$ cat src/rtl/tdm_bus_demux.sv
// Receive side of the TDM shared bus: slices each frame round-robin onto N_CH registered channels.
// Latency 1 cycle bus->channel; a busy channel (valid & !ready) drops its word and flags overrun.
module tdm_bus_demux #(
  parameter int N_CH  = 4,
  parameter int W     = 8,
  parameter int SEL_W = 2
) (
  input  logic                clk,
  input  logic                rst_n,
  input  logic [W-1:0]        bus_data,
  input  logic                bus_valid,
  input  logic                frame_start,
  input  logic [N_CH-1:0]     ch_ready,
  input  logic                clr_err,
  output logic [N_CH*W-1:0]   ch_data,
  output logic [N_CH-1:0]     ch_valid,
  output logic [SEL_W-1:0]    cur_slot,
  output logic                busy,
  output logic                frame_done,
  output logic [N_CH-1:0]     overrun,
  output logic                short_frame,
  output logic                sync_err
);

  typedef enum logic {IDLE, RUN} state_t;

  state_t           state, state_nxt;
  logic [SEL_W-1:0] slot_nxt, wslot;
  logic             cap, short_ev, sync_ev, last_cap;
  logic [N_CH-1:0]  wr, ovr_ev;

  always_comb begin
    state_nxt = state;
    slot_nxt  = cur_slot;
    wslot     = cur_slot;
    cap       = 1'b0;
    short_ev  = 1'b0;
    sync_ev   = 1'b0;
    if (frame_start) begin
      // A frame_start always restarts at slot 0, from IDLE or mid-frame.
      state_nxt = RUN;
      slot_nxt  = '0;
      wslot     = '0;
      short_ev  = (state == RUN) && (cur_slot != '0);
      if (bus_valid) begin
        cap      = 1'b1;
        slot_nxt = SEL_W'(1);
      end
    end else if (state == RUN) begin
      if (bus_valid) begin
        cap = 1'b1;
        if (cur_slot == SEL_W'(N_CH - 1)) begin
          state_nxt = IDLE;
          slot_nxt  = '0;
        end else begin
          slot_nxt = cur_slot + SEL_W'(1);
        end
      end
    end else begin
      sync_ev = bus_valid;
    end
    last_cap = cap && (wslot == SEL_W'(N_CH - 1));
  end

  always_comb begin
    wr     = '0;
    ovr_ev = '0;
    for (int i = 0; i < N_CH; i++) begin
      if (cap && (wslot == SEL_W'(i))) begin
        if (!ch_valid[i] || ch_ready[i]) wr[i] = 1'b1;
        else                             ovr_ev[i] = 1'b1;
      end
    end
  end

  always_ff @(posedge clk or negedge rst_n) begin
    if (!rst_n) begin
      state       <= IDLE;
      cur_slot    <= '0;
      frame_done  <= 1'b0;
      overrun     <= '0;
      short_frame <= 1'b0;
      sync_err    <= 1'b0;
    end else begin
      state       <= state_nxt;
      cur_slot    <= slot_nxt;
      frame_done  <= last_cap;
      // New events take priority over a same-cycle clear.
      overrun     <= (overrun & ~{N_CH{clr_err}}) | ovr_ev;
      short_frame <= (short_frame & ~clr_err) | short_ev;
      sync_err    <= (sync_err & ~clr_err) | sync_ev;
    end
  end

  always_ff @(posedge clk or negedge rst_n) begin
    if (!rst_n) begin
      ch_data  <= '0;
      ch_valid <= '0;
    end else begin
      for (int i = 0; i < N_CH; i++) begin
        if (wr[i]) begin
          ch_data[i*W +: W] <= bus_data;
          ch_valid[i]       <= 1'b1;
        end else if (ch_valid[i] && ch_ready[i]) begin
          ch_valid[i] <= 1'b0;
        end
      end
    end
  end

  assign busy = (state == RUN);

endmodule

$ cat config.mk
export PLATFORM = sky130hd
export DESIGN_NAME = tdm_bus_demux
export DESIGN_NICKNAME = d
export VERILOG_FILES = /design/src/rtl/tdm_bus_demux.sv
export SDC_FILE = /design/constraint.sdc
export NUM_CORES = 1
export LEC_CHECK = 0
export CAP_MARGIN = 20
export CORE_ASPECT_RATIO = 0.8
export CORE_UTILIZATION = 55
export CTS_CLUSTER_DIAMETER = 100
export DETAILED_ROUTE_END_ITERATION = 8
export DONT_BUFFER_PORTS = 1
export GPL_TIMING_DRIVEN = 1
export PLACE_DENSITY = 0.74
export SYNTH_ARGS = -nofsm -noshare
export SYNTH_HDL_FRONTEND = slang
export SYNTH_SLANG_ARGS = --single-unit
$ cat constraint.sdc
create_clock -name clk -period 3.5 [get_ports clk]
set_input_delay 0.7 -clock clk [delete_from_list [all_inputs] [get_ports clk]]
set_output_delay 0.7 -clock clk [all_outputs]
set_load 0.05 [all_outputs]
==> results.py <==
metrics = {
    "logic_synthesis": {
        "synth.distinct_cells": 24,
        "synth_area_um2": 1830,
        "synth_edf_count": 0,
        "synth_top_area_cell": "dfrtp_1",
        "synth_seq_cells": 46,
        "synthTopCellsByCount": "dfrtp_1, mux2_2, nand2_1",
        "synthFlopType": "dfrtp_1",
        "synth.top_cell.area_share_pct": 62.8,
        "avgSynthCellArea_um2": 14.1,
        "async_flop_share_pct": 100,
        "synthesis.nets": 149,
        "syn_inst": 130,
        "yosysSeqAreaShare_pct": 62.8,
        "yosysWarnings": 0,
        "synthTopCellsByArea": "dfrtp_1, mux2_2, nand2_1, nand2b_1, o22ai_1",
        "synth.most_common_cell": "dfrtp_1",
    },
    "die": {
        "dieArea_um2": 3570,
        "start_util_pct": 58.5,
        "coreArea_um2": 3130,
        "die_w_um": 66.5,
        "ioPinCount": 63,
        "row_count": 18,
        "die_h_um": 53.6,
    },
    "detailed_routing": {
        "viasPerCell": 5.82,
        "remaining_drc_errors": 0,
        "drt_first_pass_iters": 4,
        "drt_iter0_markers": 55,
        "postRouteAntennaNets": 0,
        "vias": 1019,
        "wl_mm": 3.28,
        "post_drt_wl_per_cell_um": 18.7,
    },
    "clock_network": {
        "clock_latency_ns": 0.29,
        "cts_setup_buffers": 0,
        "tritoncts": "done",
        "h-tree-depth": 2,
        "cts-buffers-inserted": 5,
        "cts_sinks": 46,
        "hold_buffers": 0,
        "cts-root-buf": "clkbuf_8",
        "path_clk_slew_ns": 0.08,
        "ctsLongestPathBuffers": 2,
        "cts_resized": 0,
    },
    "timing": {
        "tightest_slew_ns": 0.709,
        "min_period_over_period_pct": 61.5,
        "hold_viol": 0,
        "setup_viol": 0,
        "grt_setup_unrepaired": "false",
        "worst_clock_skew_ns": 0.00705,
        "fin_tns_setup_ns": 0,
        "fmax_mhz": 464,
        "relSlewSlack_pct": 52.5,
        "drv_slew": 0,
        "min_period_ns": 2.15,
    },
    "layout": {
        "seq_area_um2": 1150,
        "multi_input_area_um2": 632,
        "fillers": 232,
        "drive_gt1_share_pct": 31.9,
        "syn2layout_area_growth_pct": 6.90,
        "num_antenna_cells": 0,
        "fin_nets": 153,
        "fin_cells": 175,
    },
    "global_routing": {
        "antenna_found_initial": 0,
        "grt_max_degree": 47,
        "grt_pass1_vias": 1051,
        "grt_usage_pct": 20.5,
        "overflow": 0,
        "grt_pass1_wl_mm": 5.06,
    },
    "critical_path": {
        "crit_type": "register to register",
        "cp_cell_sequence": "nand2b_1 -> nor4b_4 -> mux2_2",
        "crit_required_ns": 3.68,
        "r2r_cells": 3,
        "setup.worst_path.start_class": "register",
        "critPathTopFamily": "simple AND/OR/NAND/NOR gates",
        "cp.depth": 3,
        "cp_max_fo": 8,
        "startpoint": "cur_slot[1]",
        "cpPeakStageDelay_ns": 0.76,
        "reg2reg_from": "cur_slot[1]",
        "worst-path-buf-inv": 0,
        "worstPathArrival_ns": 2.33,
        "endpoint_kind": "register",
        "cpMaxStageDelayCell": "dfrtp_1",
    },
    "place": {
        "portBuffers": 0,
        "gp_congestion": 0.798,
        "placed_cells": 167,
        "place_hpwl_mm": 2.38,
    },
    "power": {
        "ir_drop_mv": 0.564,
        "p_per_area_nw_per_um2": 872,
        "leakage_uw": 0.000896,
    },
    "hold_path": {
        "hp-class": "primary input to asynchronous set/reset pin",
    },
    "run": {
        "maxCapViolCount": 0,
    },
    "run_status": {
        "status": "completed",
    },
}
[stage by stage]
step | instance area (um^2) | util [%] | hold slack, ns | setup slack [ns] | power [uW]
finish | 1960 | 62.6 | 0.0940 | 1.35 | 1710
global route | 1960 | 62.6 | 0.0744 | 1.23 | 1780
CTS | 1960 | 62.6 | 0.0878 | 1.30 | 1720
detailed placement | 1870 | 59.6 | 0.405 | 1.30 | 1400
global placement | 1870 | 59.6 | 0.405 | 1.37 | 1390
floorplan | 1830 | - | 0.404 | 1.55 | 1350
[layout make-up]
type	count	share of cell area [%]
Sequential cell	46	58.8
Multi-Input combinational cell	72	32.3
Clock buffer	7	4.41
Tap cell	40	2.56
Inverter	9	1.73
Clock inverter	1	0.256
[final timing paths]
check	slack (ns)	end
max	1.35	ch_data[18]
min	0.09	overrun[3]
max reg2reg	1.35	ch_data[18]
min reg2reg	0.79	sync_err
max in group asynchronous	3.32	ch_data[29]
min in group clk	0.47	cur_slot[1]
[cell families after synthesis]
kind of cell,count (synthesis),share of synthesized area (%)
flops,46,62.8
mux,32,19.7
buf+inv,12,2.66
simple gates,26,9.15
fa+ha+maj,2,1.37
compound gates,12,4.30
[worst register-to-register path: stages, from the launching register on]
cell and delay, ns:
dfrtp_1 0.76, nand2b_1 0.21, nor4b_4 0.65, mux2_2 0.42
[report_power, final]
group | total, uW | switching [uW] | internal (uW)
registers | 1230 | 573 | 654
clock network | 320 | 161 | 159
logic | 160 | 53.0 | 107
[routing by layer]
layer	GRT usage [%]	part of all wire, %	vias to the layer above
li1	-	-	453
met1	25.1	43	516
met2	33.0	46	45
met3	8.47	9.5	5
met4	7.45	1.0	0
met5	0	0	-
[state kept, by name, indices dropped and copies added, names as in the netlist]
register     cells
overrun          4
ch_valid         4
sync_err         1
ch_data         32
short_frame      1
cur_slot         2
frame_done       1
busy             1
[layout by cell type, fill, tap and decap left out, drive strengths merged]
| cell type | instances |
|---|---|
| clkinv | 1 |
| mux2 | 32 |
| nand3 | 2 |
| a21oi | 1 |
| inv | 9 |
| nand2 | 11 |
| and2 | 1 |
| dfrtp | 46 |
| o21ai | 2 |
| nor3b | 1 |
| a21o | 1 |
| nand4bb | 1 |
| ha | 2 |
| clkbuf | 7 |
| nor4b | 1 |
| and3 | 1 |
| o21a | 1 |
| o22ai | 6 |
| a21boi | 1 |
| nand2b | 6 |
| and4b | 1 |
| or3 | 1 |
(Power assumes the default switching activity.)
